[src/rtl/cpu_pkg.sv]
// Shared fetch-stage types and helpers for the PC sequencer and its return-address stack.
package cpu_pkg;

   typedef enum logic [1:0] {
      BOOT   = 2'd0,
      RUN    = 2'd1,
      BUBBLE = 2'd2
   } pc_state_t;

   localparam int INSN_BYTES = 4;
   localparam int INSN_SHIFT = $clog2(INSN_BYTES);

   // Sign-extends an ofs_w-bit word offset to 64 bits and scales it to a byte offset.
   function automatic logic [63:0] sext_offset(input logic [63:0] ofs, input int unsigned ofs_w);
      logic [63:0] r;
      r = ofs << (64 - ofs_w);
      r = $unsigned($signed(r) >>> (64 - ofs_w));
      return r << INSN_SHIFT;
   endfunction

endpackage

[src/rtl/pc_sequencer_if.sv]
// Decode <-> PC sequencer bundle. Decode is the master; the sequencer is the slave.
interface pc_sequencer_if #(
   parameter int ADDR_W   = 32,
   parameter int OFFSET_W = 24
);

   // Level-qualified, no ready: br_* and ret_valid are sampled on the rising edge only
   // while state is RUN; outside RUN decode must hold them low. Outputs are registered.
   logic                stall;
   logic                br_valid;
   logic                br_link;
   logic                br_taken;
   logic [ADDR_W-1:0]   br_pc;
   logic [OFFSET_W-1:0] br_offset;
   logic                ret_valid;

   logic [ADDR_W-1:0]   pc;
   logic                fetch_valid;
   logic                flush;
   logic                link_we;
   logic [ADDR_W-1:0]   link_data;
   logic                ras_err;
   cpu_pkg::pc_state_t  state;

   modport master (
      output stall, br_valid, br_link, br_taken, br_pc, br_offset, ret_valid,
      input  pc, fetch_valid, flush, link_we, link_data, ras_err, state
   );

   modport slave (
      input  stall, br_valid, br_link, br_taken, br_pc, br_offset, ret_valid,
      output pc, fetch_valid, flush, link_we, link_data, ras_err, state
   );

endinterface

[src/rtl/pc_ras.sv]
// Circular return-address stack; a push when full overwrites the oldest entry.
module pc_ras
   import cpu_pkg::*;
#(
   parameter int DEPTH = 4,
   parameter int W     = 32
) (
   input  logic         clk,
   input  logic         reset,
   input  logic         push,
   input  logic         pop,
   input  logic [W-1:0] push_data,
   output logic [W-1:0] top,
   output logic         empty,
   output logic         full,
   output logic         err
);

   localparam int PW = $clog2(DEPTH);

   logic [W-1:0]  mem [DEPTH];
   logic [PW-1:0] wp;
   logic [PW:0]   cnt;
   logic          pop_ok;

   assign empty  = (cnt == '0);
   assign full   = (cnt == (PW+1)'(DEPTH));
   assign top    = mem[wp - PW'(1)];
   assign pop_ok = pop && !push && !empty;
   assign err    = (push && full) || (pop && !push && empty);

   always_ff @(posedge clk) begin
      if (push) begin
         mem[wp] <= push_data;
      end
   end

   // The write pointer wraps freely; when full it already sits on the oldest entry.
   always_ff @(posedge clk) begin
      if (reset) begin
         wp  <= '0;
         cnt <= '0;
      end else if (push) begin
         wp <= wp + PW'(1);
         if (!full) begin
            cnt <= cnt + (PW+1)'(1);
         end
      end else if (pop_ok) begin
         wp  <= wp - PW'(1);
         cnt <= cnt - (PW+1)'(1);
      end
   end

endmodule

[src/rtl/pc_sequencer.sv]
// Registered fetch-stage PC sequencer: sequential, branch, branch-with-link and return redirects.
// Optional return-address stack enabled by defining PC_SEQ_RAS_EN.
module pc_sequencer
   import cpu_pkg::*;
#(
   parameter int                ADDR_W    = 32,
   parameter int                OFFSET_W  = 24,
   parameter logic [ADDR_W-1:0] RESET_PC  = '0,
   parameter int                PIPE_OFS  = 8,
   parameter int                BUBBLES   = 1,
   parameter int                RAS_DEPTH = 4
) (
   input logic           clk,
   input logic           reset,
   pc_sequencer_if.slave bus
);

   pc_state_t         state, state_nx;
   logic [2:0]        bub_cnt, bub_cnt_nx;
   logic [ADDR_W-1:0] pc_r, pc_nx;
   logic              flush_r, flush_nx;
   logic              link_we_r, link_we_nx;
   logic [ADDR_W-1:0] link_data_r, link_data_nx;
   logic              ras_err_r, ras_err_nx;

   logic              take_br;
   logic              ret_hit;
   logic              ras_err_c;
   logic [ADDR_W-1:0] ras_top;
   logic [ADDR_W-1:0] target;
   logic [ADDR_W-1:0] link_addr;

   assign take_br   = bus.br_valid && bus.br_taken;
   assign target    = bus.br_pc + ADDR_W'(sext_offset(64'(bus.br_offset), OFFSET_W))
                      + ADDR_W'(PIPE_OFS);
   assign link_addr = bus.br_pc + ADDR_W'(INSN_BYTES);

`ifdef PC_SEQ_RAS_EN
   logic ras_push, ras_pop, ras_empty, ras_full_unused;

   // A resolving branch, taken or not, shadows a return in the same cycle.
   assign ras_push = (state == RUN) && take_br && bus.br_link;
   assign ras_pop  = (state == RUN) && bus.ret_valid && !bus.br_valid;
   assign ret_hit  = ras_pop && !ras_empty;

   pc_ras #(
      .DEPTH (RAS_DEPTH),
      .W     (ADDR_W)
   ) u_ras (
      .clk       (clk),
      .reset     (reset),
      .push      (ras_push),
      .pop       (ras_pop),
      .push_data (link_addr),
      .top       (ras_top),
      .empty     (ras_empty),
      .full      (ras_full_unused),
      .err       (ras_err_c)
   );
`else
   logic unused_ret;

   assign unused_ret = ^{bus.ret_valid, 1'(RAS_DEPTH)};
   assign ret_hit    = 1'b0;
   assign ras_top    = '0;
   assign ras_err_c  = 1'b0;
`endif

   always_comb begin
      state_nx     = state;
      bub_cnt_nx   = bub_cnt;
      pc_nx        = pc_r;
      flush_nx     = 1'b0;
      link_we_nx   = 1'b0;
      link_data_nx = link_data_r;
      ras_err_nx   = 1'b0;
      case (state)
         BOOT: state_nx = RUN;
         RUN: begin
            ras_err_nx = ras_err_c;
            if (take_br) begin
               pc_nx      = target;
               flush_nx   = 1'b1;
               state_nx   = BUBBLE;
               bub_cnt_nx = 3'(BUBBLES - 1);
               if (bus.br_link) begin
                  link_we_nx   = 1'b1;
                  link_data_nx = link_addr;
               end
            end else if (ret_hit) begin
               pc_nx      = ras_top;
               flush_nx   = 1'b1;
               state_nx   = BUBBLE;
               bub_cnt_nx = 3'(BUBBLES - 1);
            end else if (!bus.stall) begin
               pc_nx = pc_r + ADDR_W'(INSN_BYTES);
            end
         end
         BUBBLE: begin
            if (bub_cnt == '0) begin
               state_nx = RUN;
            end else begin
               bub_cnt_nx = bub_cnt - 3'd1;
            end
         end
         default: state_nx = BOOT;
      endcase
   end

   always_ff @(posedge clk) begin
      if (reset) begin
         state       <= BOOT;
         bub_cnt     <= '0;
         pc_r        <= RESET_PC;
         flush_r     <= 1'b0;
         link_we_r   <= 1'b0;
         link_data_r <= '0;
         ras_err_r   <= 1'b0;
      end else begin
         state       <= state_nx;
         bub_cnt     <= bub_cnt_nx;
         pc_r        <= pc_nx;
         flush_r     <= flush_nx;
         link_we_r   <= link_we_nx;
         link_data_r <= link_data_nx;
         ras_err_r   <= ras_err_nx;
      end
   end

   assign bus.pc          = pc_r;
   assign bus.fetch_valid = (state == RUN);
   assign bus.flush       = flush_r;
   assign bus.link_we     = link_we_r;
   assign bus.link_data   = link_data_r;
   assign bus.ras_err     = ras_err_r;
   assign bus.state       = state;

endmodule

[src/flat_wrapper.sv]
// flat-port wrapper written by rule: the top's interface ports become plain ports
module pc_sequencer_flat import cpu_pkg::*;
#(
   parameter int                ADDR_W    = 32,
   parameter int                OFFSET_W  = 24,
   parameter logic [ADDR_W-1:0] RESET_PC  = '0,
   parameter int                PIPE_OFS  = 8,
   parameter int                BUBBLES   = 1,
   parameter int                RAS_DEPTH = 4
)
  (clk, reset, bus_stall, bus_br_valid, bus_br_link, bus_br_taken, bus_br_pc, bus_br_offset, bus_ret_valid, bus_pc, bus_fetch_valid, bus_flush, bus_link_we, bus_link_data, bus_ras_err, bus_state);
  pc_sequencer_if #(.ADDR_W(ADDR_W), .OFFSET_W(OFFSET_W)) bus_i ();
  input logic clk;
  input logic reset;
  input wire logic [$bits(bus_i.stall)-1:0] bus_stall;
  input wire logic [$bits(bus_i.br_valid)-1:0] bus_br_valid;
  input wire logic [$bits(bus_i.br_link)-1:0] bus_br_link;
  input wire logic [$bits(bus_i.br_taken)-1:0] bus_br_taken;
  input wire logic [$bits(bus_i.br_pc)-1:0] bus_br_pc;
  input wire logic [$bits(bus_i.br_offset)-1:0] bus_br_offset;
  input wire logic [$bits(bus_i.ret_valid)-1:0] bus_ret_valid;
  output wire logic [$bits(bus_i.pc)-1:0] bus_pc;
  output wire logic [$bits(bus_i.fetch_valid)-1:0] bus_fetch_valid;
  output wire logic [$bits(bus_i.flush)-1:0] bus_flush;
  output wire logic [$bits(bus_i.link_we)-1:0] bus_link_we;
  output wire logic [$bits(bus_i.link_data)-1:0] bus_link_data;
  output wire logic [$bits(bus_i.ras_err)-1:0] bus_ras_err;
  output wire logic [$bits(bus_i.state)-1:0] bus_state;
  assign bus_i.stall = bus_stall;
  assign bus_i.br_valid = bus_br_valid;
  assign bus_i.br_link = bus_br_link;
  assign bus_i.br_taken = bus_br_taken;
  assign bus_i.br_pc = bus_br_pc;
  assign bus_i.br_offset = bus_br_offset;
  assign bus_i.ret_valid = bus_ret_valid;
  assign bus_pc = bus_i.pc;
  assign bus_fetch_valid = bus_i.fetch_valid;
  assign bus_flush = bus_i.flush;
  assign bus_link_we = bus_i.link_we;
  assign bus_link_data = bus_i.link_data;
  assign bus_ras_err = bus_i.ras_err;
  assign bus_state = bus_i.state;
  pc_sequencer #(.ADDR_W(ADDR_W), .OFFSET_W(OFFSET_W), .RESET_PC(RESET_PC), .PIPE_OFS(PIPE_OFS), .BUBBLES(BUBBLES), .RAS_DEPTH(RAS_DEPTH)) u_core (.clk(clk), .reset(reset), .bus(bus_i));
endmodule
[config.mk]
export PLATFORM = sky130hd
export DESIGN_NAME = pc_sequencer_flat
export DESIGN_NICKNAME = d
export VERILOG_FILES = /design/src/rtl/cpu_pkg.sv /design/src/rtl/pc_sequencer_if.sv /design/src/rtl/pc_ras.sv /design/src/rtl/pc_sequencer.sv /design/src/flat_wrapper.sv
export SDC_FILE = /design/constraint.sdc
export NUM_CORES = 1
export LEC_CHECK = 0
export BUFFER_PORTS_ARGS = -buffer_cell sky130_fd_sc_hd__clkbuf_2
export CAP_MARGIN = 40
export CORE_UTILIZATION = 50
export CTS_CLUSTER_SIZE = 8
export DETAILED_ROUTE_END_ITERATION = 6
export GPL_ROUTABILITY_DRIVEN = 1
export GPL_TIMING_DRIVEN = 0
export HOLD_SLACK_MARGIN = 0.02
export PLACE_DENSITY_LB_ADDON = 0.08
export SYNTH_ARGS = -nofsm -noshare
export SYNTH_HDL_FRONTEND = slang
export SYNTH_SLANG_ARGS = --single-unit
[constraint.sdc]
create_clock -name clk -period 2.7 [get_ports clk]
set_clock_uncertainty 0.15 [all_clocks]
set_input_delay 0.135 -clock clk [delete_from_list [all_inputs] [get_ports clk]]
set_output_delay 0.135 -clock clk [all_outputs]
set_load 0.02 [all_outputs]
Word-level counts from Yosys, hierarchy flattened
Index checks and enable logic that the tools add are counted.

Output and inout port bits: 70. Register bits: 71. Logic and storage cells: 39.

Bitwise logic cells: 2. Equal/unequal tests: 6. Mux-type cells: 10. Reduce and logical (&&, ||, !) cells: 10. $add $sub $neg: 5.

Operator list (number): 32-bit by 3-bit adder with 32-bit output (second input constant) (2); 32-bit two-way mux (2); 32-bit adder (1); 32-bit by 4-bit adder with 32-bit output (second input constant) (1); 3-bit two-way mux (2); 2-bit by 1-bit != test with 1-bit output (second input constant) (3); 2-bit case mux with 3 select lines (1); 3-bit case mux with 2 select lines (1); 3-bit AND reduction (2); 2-bit two-way mux (2); 2-bit AND reduction (2); 3-bit zero test (1); 3-bit OR reduction (1); 3-bit by 1-bit subtractor with 3-bit output (second input constant) (1); 2-bit by 1-bit == test with 1-bit output (second input constant) (1); 2-bit == test (second input constant) (1); 2-bit zero test (1); 1-bit two-way mux (2); 2-bit != test (second input constant) (1); 1-bit inverter (2); 2-bit nonzero test (1); 2-bit OR reduction (1); 1-bit logical AND (1).

Depth between registers and ports, before layout
Gate-level depths: netlist of run 1.

Depth after elaboration: 3. Mapped depth: 13. Gate-level depth less buffers: 13.

Worst setup path before layout of run 1
OpenSTA, ideal clock, no wires.

Path type: in2reg. Start: input bus_br_offset[1]. End: register u_core.pc_r[29], in the netlist u_core.bus.pc[29]. Required time: 2415 ps. Arrival time: 2596 ps. Stages: 13. Slack: -181 ps. Cell sequence: inv_1 ha_1 inv_1 ha_1 fa_1 a21o_1 a221oi_2 o31ai_1 a221oi_2 o31ai_2 o31ai_2 xor2_1 o22ai_1.

Word-level cells in the longest chain between the ends: 3.

Ends and longest elaborated chain: start: declaration (line flat_wrapper.sv:20) `input wire logic [$bits(bus_i.br_offset)-1:0] bus_br_offset;`; 32-bit adder (line pc_sequencer.sv:34) `assign target = bus.br_pc + ADDR_W'(sext_offset(64'(bus.br_offset), OFFSET_W))`; 32-bit by 4-bit adder with 32-bit output (line pc_sequencer.sv:35) `+ ADDR_W'(PIPE_OFS);`; 32-bit two-way mux (line pc_sequencer.sv:81) `if (take_br) begin`; end signal: assignment (line pc_sequencer.sv:122) `pc_r <= pc_nx;`; end: declaration (line pc_sequencer.sv:20) `logic [ADDR_W-1:0] pc_r, pc_nx;`.

Every way passes these cells. A chain may end at the register's enable or synchronous reset.

Final worst setup path of run 1
Start: input bus_br_pc[3]. End: register u_core.pc_r[29], in the netlist u_core.bus.pc[29].

Word-level cells in the longest chain between the ends: 3.

Ends and longest elaborated chain: start: declaration (line flat_wrapper.sv:19) `input wire logic [$bits(bus_i.br_pc)-1:0] bus_br_pc;`; 32-bit adder (line pc_sequencer.sv:34); 32-bit by 4-bit adder with 32-bit output (line pc_sequencer.sv:35); 32-bit two-way mux (line pc_sequencer.sv:81).

Every way passes these cells.

==> results of run 1 <==
## path summary, 6_finish.rpt
kind                                                end  cells after the start  slack [ns]                                  from
setup / recovery         u_core.bus.pc[29]$_SDFFE_PP0P_                     15        -0.1                          bus_br_pc[3]
hold / removal    u_core.bus.link_data[14]$_SDFFE_PP0P_                      4        0.03                         bus_br_pc[14]
setup reg to reg  u_core.bus.link_data[23]$_SDFFE_PP0P_                      7        0.16      u_core.bus.state[1]$_SDFFE_PP0P_
hold reg to reg    u_core.bus.link_data[3]$_SDFFE_PP0P_                      2        0.31  u_core.bus.link_data[3]$_SDFFE_PP0P_
## placed cells by master, fill, tap and decap left out, types with 10 or more instances in the layout
cell type	count
a211oi_1	31
a21o_1	16
a21oi_1	52
and3_1	17
buf_4	11
clkbuf_1	28
clkbuf_2	130
dfxtp_1	71
dlygate4sd3_1	10
ha_1	60
inv_1	15
nand2_1	79
nand3_1	36
nand4_1	16
nor2_1	73
nor3_1	13
o21ai_0	31
xnor2_1	18
xor2_1	32
## layout make-up
class	count	area (um2)	share of cell area
Clock inverter	5	56.3	0.00781
Multi-Input combinational cell	610	4240	0.588
Inverter	18	80.1	0.0111
Tap cell	140	175	0.0243
Timing Repair Buffer	149	842	0.117
Buffer	35	140	0.0194
Clock buffer	11	253	0.0351
Sequential cell	71	1420	0.197
## per-layer routing
| layer | GRT usage | routed length (um) |
|---|---|---|
| met1 | 0.380 | 7820 |
| met2 | 0.519 | 9080 |
| met3 | 0.0568 | 1240 |
| met4 | 0.157 | 473 |
| met5 | 0 | 0 |
## logic make-up (layout without fill, tap and decap cells)
logic type,Yosys count,count (layout),synth area share
AOI/OAI and AO/OA,202,202,0.243
xor gates and xnor gates,50,50,0.0762
adders and majority gates,65,65,0.143
buffers and inverters,55,218,0.0368
DFF,71,71,0.247
muxes,1,1,0.00174
other,1,1,0.000653
and+or+nand+nor,291,291,0.252
## per-stage QoR
stage               hold WS (ns)  instances  instance area (um2)  TNS [ns]  worst slack (ns)
floorplan                 0.0808        736                 5790   -0.0261           -0.0261
global placement           0.225       1005                 6610     -5.74            -0.613
detailed placement         0.238       1005                 6610     -7.51            -0.625
CTS                       0.0208       1031                 7070   -0.0859           -0.0705
global route              0.0405       1039                 7210    -0.620            -0.209
finish                    0.0268       1039                 7210    -0.180           -0.0974
## worst max-delay path: cells and delay by family
family | cells | cell delay [ns]
buffers and inverters | 4 | 0.33
AOI/OAI and AO/OA | 7 | 1.42
adders and majority gates | 3 | 0.74
xor gates and xnor gates | 1 | 0.23
## report_power, final
| group | leakage (nW) | internal [mW] | total (mW) | switching (mW) |
|---|---|---|---|---|
| registers | 0.576 | 1.10 | 1.16 | 0.0546 |
| clock network | 0.152 | 0.764 | 1.26 | 0.498 |
| logic | 2.37 | 0.449 | 1.16 | 0.712 |
| total | 3.09 | 2.31 | 3.58 | 1.26 |
## sequential cells by signal (all words and copies together) (netlist names)
signal                cells
u_core.bub_cnt            3
u_core.bus.flush          1
u_core.bus.link_data     32
u_core.bus.link_we        1
u_core.bus.pc            32
u_core.bus.state          2
## Yosys cell counts, types with 3 or more instances
cell type,instances
nor2_1,73
xor2_1,32
a211oi_1,32
a21o_1,16
ha_1,64
nor4_1,5
a311oi_1,6
a31oi_1,7
o21ai_0,31
and2_1,8
o21a_1,5
nand3_1,36
nor2b_1,9
a2111oi_0,3
o22ai_1,7
o21ai_1,3
nor3_1,13
and4_1,3
nand2_1,79
or3_1,6
and3_1,19
xnor2_1,18
a21oi_1,56
inv_1,18
nand4_1,16
o211ai_1,5
clkbuf_1,33
nand2b_1,6
dfxtp_1,71
nor3b_1,3
a221oi_1,3
## what timing repair did
item	CTS	global route
pin swaps	3	20
endpoints found under the hold margin	12	0
hold buffers	10	0
resized for setup	7	21
setup buffers	1	9
setup endpoints to repair	38	44
==> reports/qor.yml, run 1 <==
route:
  routedWlPerCell_um: 17.9
  via_count: 6255
  dr.pass1.iters: 5
  post-route-drc-count: 0
  ant_nets: 0
  drt-initial-drc-count: 522
  drt-total-wl_um: 18600
  vias_per_cell: 6.02
setup_path:
  cpMaxStageDelayCell: "a221oi_4"
  worstPathMaxFanout: 4
  worstPathCellList: "buf_12 > inv_6 > ha_4 > inv_2 > ha_4 > fa_2 > a21o_1 > a221oi_4 > o31ai_2 > a221oi_2 > buf_4 > o31ai_4 > o31ai_2 > xor2_1 > o22ai_1"
  arrival_ns: 2.84
  worst-setup-path-type: "in2reg"
  crit_required_ns: 2.74
  start_kind: "primary input"
  max_stage_delay_ns: 0.38
  end_kind: "flop"
cts:
  clkLatencyLatePin_ns: 0.36
  cts_buffer_depth: 2
  clock_sinks: 71
  path_clk_slew_ns: 0.06
  cts_buffers: 9
  cts_tree: "built"
  cts_root_buffer: "clkbuf_16"
  htreeDepth: 3
final_layout:
  syn2layout_area_growth_pct: 25.4
  final_layout_size_suffix_gt1_frac: 0.220
  antenna_cells: 0
  nFillCells: 1025
  num-nets-final: 1022
  utilization: 0.653
synthesis:
  synth_seq_cells: 71
  async_reset_ff_frac: 0
  syn_area_mm2: 0.00575
  synth_edf_count: 0
  syn_nets: 864
  synth-seq-area-share: 0.247
  yosys_warnings: 0
  synth_top_area_share: 0.247
  synth_top_area_cell: "dfxtp_1"
  syn_area_per_cell_um2: 7.81
  syn_inst: 736
  ys.flop_type: "dfxtp_1"
  synth_cell_types: 72
  synth_area_leaders: "dfxtp_1 25%, ha_1 14%, nand2_1 5.2%, a21oi_1 4.9%, xor2_1 4.9%"
global_route:
  grt_max_degree: 13
  grt_use_total: 0.311
  overflow: 0
  grt_pass1_wl_um: 28300
  grt_pass1_vias: 5852
  antenna_found_initial: 0
sta:
  min_period_ns: 2.80
  slew_headroom: 0.402
  timing.final.hold_violations: 0
  max_freq_ghz: 0.357
  worst_pin_slew_ns: 0.898
  fin_ws_ns: -0.0974
  maxSlewViolCount: 0
  min_period_over_period: 1.04
  setup_viol: 2
  rsz0062_at_grt: "yes"
die:
  core_area_mm2: 0.0110
  start_util: 0.521
  die_area_mm2: 0.0119
  die_w_um: 109
  std_cell_rows: 38
  io_pins: 133
  die_h_um: 109
power:
  powerDensity_mw_per_mm2: 497
  p_leak_nw: 3.09
  worst_ir_drop_vdd_v: 0.000342
  total_power_mw: 3.58
status:
  failed_checks: "setup timing"
  status: "finished, violations left"
placed_design:
  dpl.hpwl_um: 13900
  port-buffer-count: 129
  gp_congestion: 0.902
hold_path:
  hp-class: "in2reg"
flow_run:
  maxCapViolations: 0
Note: power is estimated with default switching activity, not from simulation.
==> inputs of run 2 (changes only) <==
Settings changed: SKIP_CTS_REPAIR_TIMING set to 1.
==> run 2 against run 1 <==
Effect of this change: the run ends with hold timing, setup timing left; final cell count fell by 0.48%; largest cell class unchanged; critical endpoint unchanged; first-iteration DRC count rose by 2.3%; power decreased by 0.50%; non-clock buffer count is 5 lower; core utilization fell by 0.41 points; routed wire length fell by 0.87%; clock power about the same.
==> reports/qor.yml, run 2 (synthesized netlist as in run 1, its figures left out) <==
status:
  status: "finished, violations left"  # unchanged
  failed_checks: "hold timing, setup timing"  # was setup timing
sta:
  holdWs_ns: -0.00885  # was 0.0268 ns
  rsz0062_at_grt: "yes"  # unchanged
  setup_viol: 1  # was 2
  maxSlewViolCount: 0  # unchanged
  max_freq_ghz: 0.362  # was 0.357 GHz
  fin_ws_ns: -0.0620  # was -0.0974 ns
  worst_pin_slew_ns: 0.899  # was 0.898 ns
  min_period_over_period: 1.02  # was 1.04
  slew_headroom: 0.401  # was 0.402
  timing.final.hold_violations: 2  # was 0
  min_period_ns: 2.76  # was 2.80 ns
  setup-tns-final_ns: -0.0620  # was -0.180 ns
final_layout:
  final_cell_mix: "130 x clkbuf_2, 79 x nand2_1, 73 x nor2_1"  # unchanged
  syn2layout_area_growth_pct: 24.6  # was 25.4%
  fin_cells: 1034  # was 1039
  antenna_cells: 0  # unchanged
  mostFrequentLayoutCell: "clkbuf_2"  # unchanged
  num-nets-final: 1017  # was 1022
  final_layout_size_suffix_gt1_frac: 0.220  # about the same
die:
  io_pins: 133  # unchanged
  core_area_mm2: 0.0110  # unchanged
  die_h_um: 109  # unchanged
  die_w_um: 109  # unchanged
  start_util: 0.521  # unchanged
  die_area_mm2: 0.0119  # unchanged
  std_cell_rows: 38  # unchanged
setup_path:
  r2r_end: "u_core.bus.link_data[23]$_SDFFE_PP0P_"  # unchanged
  path_delay_family: "compound AO/OA/AOI/OAI gates"  # unchanged
  start_kind: "primary input"  # unchanged
  r2r-start: "u_core.bus.state[1]$_SDFFE_PP0P_"  # unchanged
  r2r_cells: 7  # unchanged
  crit_buf_inv: 4  # unchanged
  worst-setup-path-type: "in2reg"  # unchanged
  rrSetupSlack_ns: 0.13  # was 0.16 ns
  arrival_ns: 2.80  # was 2.84 ns
  worstPathMaxFanout: 4  # unchanged
  cpMaxStageDelayCell: "fa_2"  # was a221oi_4
  worstPathCellList: "buf_12 > inv_6 > ha_4 > inv_2 > ha_4 > fa_2 > a21o_1 > a221oi_4 > o31ai_2 > a221oi_2 > buf_4 > o31ai_4 > o31ai_2 > xor2_1 > o22ai_1"  # unchanged
  crit_required_ns: 2.74  # about the same
  max_stage_delay_ns: 0.34  # was 0.38 ns
  end_kind: "flop"  # unchanged
placed_design:
  dp_slack_ns: -0.625  # unchanged
  dp_cells: 1005  # unchanged
  port-buffer-count: 129  # unchanged
  gp_congestion: 0.902  # unchanged
  dpl.hpwl_um: 13900  # unchanged
cts:
  cts_buffers: 9  # unchanged
  htreeDepth: 3  # unchanged
  cts_buffer_depth: 2  # unchanged
  cts_tree: "built"  # unchanged
  cts_root_buffer: "clkbuf_16"  # unchanged
  clkLatencyLatePin_ns: 0.35  # was 0.36 ns
  path_clk_slew_ns: 0.06  # about the same
  clock_sinks: 71  # unchanged
route:
  ant_nets: 0  # unchanged
  dr.pass1.iters: 5  # unchanged
  post-route-drc-count: 0  # unchanged
  drt-total-wl_um: 18500  # was 18600 um
  vias_per_cell: 6.05  # was 6.02
  drt-initial-drc-count: 534  # was 522
  routedWlPerCell_um: 17.9  # about the same
  via_count: 6252  # was 6255
hold_path:
  min_to: "u_core.bus.link_data[29]$_SDFFE_PP0P_"  # was u_core.bus.link_data[14]$_SDFFE_PP0P_
  hp-class: "in2reg"  # unchanged
  min_path_cells: 3  # was 4
  worstHoldStart: "bus_br_pc[29]"  # was bus_br_pc[14]
global_route:
  grt_use_total: 0.307  # was 0.311
  antenna_found_initial: 0  # unchanged
  grt_pass1_wl_um: 27900  # was 28300 um
  grt_max_degree: 13  # unchanged
  grt_pass1_vias: 5773  # was 5852
  overflow: 0  # unchanged
power:
  powerDensity_mw_per_mm2: 497  # about the same
  total_power_mw: 3.56  # was 3.58 mW
  p_leak_nw: 3.07  # was 3.09 nW
  worst_ir_drop_vdd_v: 0.000348  # was 0.000342 V
flow_run:
  maxCapViolations: 0  # unchanged
run 2: changes by cell type in the layout (fill, tap and decap cells not counted):
| cell | before | now |
|---|---|---|
| buf_4 | 11 | 10 |
| a21oi_1 | 52 | 53 |
| a21oi_2 | 3 | 2 |
| dlygate4sd3_1 | 10 | 6 |
| a221oi_2 | 1 | 2 |
| a221oi_1 | 3 | 2 |
run 2: cell type report:
| class | instances | area [um2] |
|---|---|---|
| Buffer | 35 | 140 |
| Clock buffer | 11 | 253 |
| Clock inverter | 5 | 56.3 |
| Fill cell | 1031 | 3870 |
| Inverter | 18 | 80.1 |
| Multi-Input combinational cell | 610 | 4240 |
| Sequential cell | 71 | 1420 |
| Tap cell | 140 | 175 |
| Timing Repair Buffer | 144 | 795 |
run 2: layer usage:
metal,track usage,vias up,share of wire
met5,0,-,0
met4,0.161,0,0.026
met3,0.0526,34,0.064
met2,0.509,237,0.49
met1,0.378,2956,0.42
li1,-,3025,-
run 2: worst min-delay path, cell delays in order:
cell	delay, ns
clkbuf_2	0.12
o21ai_0	0.10
a311oi_1	0.09
run 2: worst max-delay path by stage:
| stage | endpoint | cells past startpoint | start | slack, ns |
|---|---|---|---|---|
| CTS | u_core.bus.pc[29]$_SDFFE_PP0P_ | 14 | bus_br_pc[3] | -0.26 |
| global placement | u_core.bus.pc[29]$_SDFFE_PP0P_ | 14 | bus_br_pc[3] | -0.61 |
| detailed placement | u_core.bus.pc[29]$_SDFFE_PP0P_ | 14 | bus_br_pc[3] | -0.62 |
| floorplan | u_core.bus.pc[29]$_SDFFE_PP0P_ | 13 | bus_br_offset[1] | -0.03 |
| global route | u_core.bus.pc[29]$_SDFFE_PP0P_ | 15 | bus_br_pc[3] | -0.16 |
| finish | u_core.bus.pc[29]$_SDFFE_PP0P_ | 15 | bus_br_pc[3] | -0.06 |
run 2: report_power, final:
| group | leakage (nW) | switching [mW] | internal (mW) | total (mW) |
|---|---|---|---|---|
| Clock | 0.152 | 0.491 | 0.764 | 1.26 |
| Sequential | 0.576 | 0.0541 | 1.10 | 1.15 |
| Combinational | 2.35 | 0.708 | 0.443 | 1.15 |
run 2: through the flow:
step	hold WS (ns)	util	cell area [um2]
2_1_floorplan	0.0808	-	5790
3_3_place_gp	0.225	0.599	6610
3_5_place_dp	0.238	0.599	6610
4_1_cts	-0.132	0.627	6920
5_1_grt	0.0295	0.649	7160
6_report	-0.00885	0.649	7160
==> inputs of run 3 (changes only) <==
Settings changed: MAX_ROUTING_LAYER set to met4, REMOVE_ABC_BUFFERS set to 1.
==> run 3 against run 2 <==
Effect of this change: the flow still finishes with violations (hold timing, setup timing); first-iteration DRC count is 49% lower; via count is 5.9% lower; routed wire length is 16% lower; critical path depth is 1 lower; sequential share of layout area is 0.34 points higher; sequential power hardly changed; clock power is 6% lower; setup slack better by 0.019 ns; core utilization is 1.1 points lower; non-clock buffer count is 32 lower; die area stayed put; worst hold slack better by 0.0044 ns; highest routed layer unchanged.
==> reports/qor.yml, run 3 (synthesized netlist as in run 1, its figures left out) <==
route:
  drt-total-wl_um: 15600  # was 18500 um
  drt-initial-drc-count: 275  # was 534
  post-route-drc-count: 0  # unchanged
  routedWlPerCell_um: 15.5  # was 17.9 um
  vias_per_cell: 5.87  # was 6.05
  dr.pass1.iters: 4  # was 5
  via_count: 5886  # was 6252
  ant_nets: 0  # unchanged
die:
  core_area_mm2: 0.0110  # unchanged
  die_area_mm2: 0.0119  # unchanged
  io_pins: 133  # unchanged
  std_cell_rows: 38  # unchanged
  start_util: 0.521  # unchanged
  die_w_um: 109  # unchanged
  die_h_um: 109  # unchanged
sta:
  min_period_over_period: 1.02  # about the same
  setup-tns-final_ns: -0.0432  # was -0.0620 ns
  min_period_ns: 2.74  # was 2.76 ns
  rsz0062_at_grt: "yes"  # unchanged
  holdWs_ns: -0.00445  # was -0.00885 ns
  max_freq_ghz: 0.365  # was 0.362 GHz
  slew_headroom: 0.417  # was 0.401
  setup_viol: 1  # unchanged
  timing.final.hold_violations: 1  # was 2
  worst_pin_slew_ns: 0.874  # was 0.899 ns
  maxSlewViolCount: 0  # unchanged
  fin_ws_ns: -0.0432  # was -0.0620 ns
placed_design:
  dpl.hpwl_um: 11500  # was 13900 um
  place_area_mm2: 0.00649  # was 0.00661 mm2
  port-buffer-count: 130  # was 129
  gp_congestion: 0.905  # was 0.902
cts:
  cts_tree: "built"  # unchanged
  cts_buffers: 9  # unchanged
  htreeDepth: 3  # unchanged
  cts_root_buffer: "clkbuf_16"  # unchanged
  clkLatencyLatePin_ns: 0.34  # was 0.35 ns
  cts_buffer_depth: 2  # unchanged
  path_clk_slew_ns: 0.06  # about the same
  clock_sinks: 71  # unchanged
setup_path:
  arrival_ns: 2.78  # was 2.80 ns
  crit_required_ns: 2.74  # about the same
  start_kind: "primary input"  # unchanged
  end_kind: "flop"  # unchanged
  worst-setup-path-type: "in2reg"  # unchanged
  worstPathMaxFanout: 4  # unchanged
flow_run:
  maxCapViolations: 0  # unchanged
global_route:
  grt_pass1_wl_um: 24200  # was 27900 um
  busiest_layer: "met2"  # unchanged
  grt.met1_usage: 0.311  # was 0.378
  antenna_found_initial: 0  # unchanged
  overflow: 0  # unchanged
  grt_use_met2: 0.446  # was 0.509
  grt_use_total: 0.263  # was 0.307
  grt_max_degree: 73  # was 13
  use_met3: 0.0347  # was 0.0526
  grt_pass1_vias: 5278  # was 5773
final_layout:
  final_layout_size_suffix_gt1_frac: 0.225  # was 0.220
  multi_input_area_mm2: 0.00422  # was 0.00424 mm2
  num-nets-final: 985  # was 1017
  final_area_mm2: 0.00704  # was 0.00716 mm2
  mostFrequentLayoutCell: "clkbuf_2"  # unchanged
  regArea_mm2: 0.00142  # unchanged
  antenna_cells: 0  # unchanged
  final_cell_mix: "127 x clkbuf_2, 79 x nand2_1, 73 x nor2_1"  # was 130 x clkbuf_2, 79 x nand2_1, 73 x nor2_1
  nFillCells: 1024  # was 1031
  syn2layout_area_growth_pct: 22.5  # was 24.6%
power:
  powerDensity_mw_per_mm2: 489  # was 497 mW/mm2
  worst_ir_drop_vdd_v: 0.000353  # was 0.000348 V
  p_leak_nw: 3.03  # was 3.07 nW
status:
  failed_checks: "hold timing, setup timing"  # unchanged
  status: "finished, violations left"  # unchanged
hold_path:
  hp-class: "in2reg"  # unchanged
-- run 3: changes by cell type in the layout (fill, tap and decap cells not counted), sizes merged --
cell,previous run,this run
clkbuf,169,137
clkinvlp,1,0
dlygate4sd3,6,8
clkinv,3,6
buf,15,11
-- run 3: report_power, final --
group / leakage [nW] / switching (mW) / internal [mW] / total, mW
registers: 0.576 / 0.0524 / 1.10 / 1.15
logic: 2.30 / 0.659 / 0.447 / 1.11
clock network: 0.149 / 0.473 / 0.708 / 1.18
-- run 3: worst max-delay path, cell delays in order --
cell and delay, ns:
buf_12 0.08, inv_4 0.03, ha_4 0.25, inv_4 0.03, ha_4 0.15, fa_2 0.36
a21o_1 0.21, a221oi_4 0.36, o31ai_2 0.11, a221oi_2 0.37, o31ai_4 0.13, o31ai_2 0.23
xor2_1 0.24, o22ai_1 0.10
-- run 3: stage by stage --
step	total power [mW]	worst slack [ns]	cells	utilization	hold WS (ns)
final	3.44	-0.0432	1002	0.638	-0.00445
after global routing	3.63	-0.145	1002	0.638	0.0310
after CTS	3.39	-0.499	988	0.615	-0.134
after detailed placement	2.20	-0.787	972	0.589	0.231
after global placement	2.17	-1.61	969	0.583	0.227
after floorplan	1.88	-0.808	699	-	0.0483
-- run 3: per-layer routing --
| metal | vias up | routed length, um |
|---|---|---|
| li1 | 2952 | - |
| met1 | 2762 | 6630 |
| met2 | 152 | 7960 |
| met3 | 20 | 639 |
| met4 | 0 | 343 |
| met5 | - | 0 |
-- run 3: layout make-up --
cell class                 count  share of cell area
clock buffer                   9              0.0320
clock inverter                 7             0.00906
inverter                      18              0.0107
multi-input combinational    610               0.599
sequential                    71               0.202
tap                          140              0.0249
timing repair buffer         147               0.122
-- run 3: final timing paths --
| path | cells past startpoint | slack, ns | to | startpoint |
|---|---|---|---|---|
| hold / removal | 3 | -0.004 | u_core.bus.link_data[11]$_SDFFE_PP0P_ | bus_br_pc[11] |
| setup / recovery | 14 | -0.04 | u_core.bus.pc[29]$_SDFFE_PP0P_ | bus_br_pc[3] |
| setup reg to reg | 9 | 0.15 | u_core.bus.pc[30]$_SDFFE_PP0P_ | u_core.bus.pc[2]$_SDFFE_PP0P_ |
| hold reg to reg | 2 | 0.30 | u_core.bus.pc[0]$_SDFFE_PP0P_ | u_core.bus.pc[0]$_SDFFE_PP0P_ |
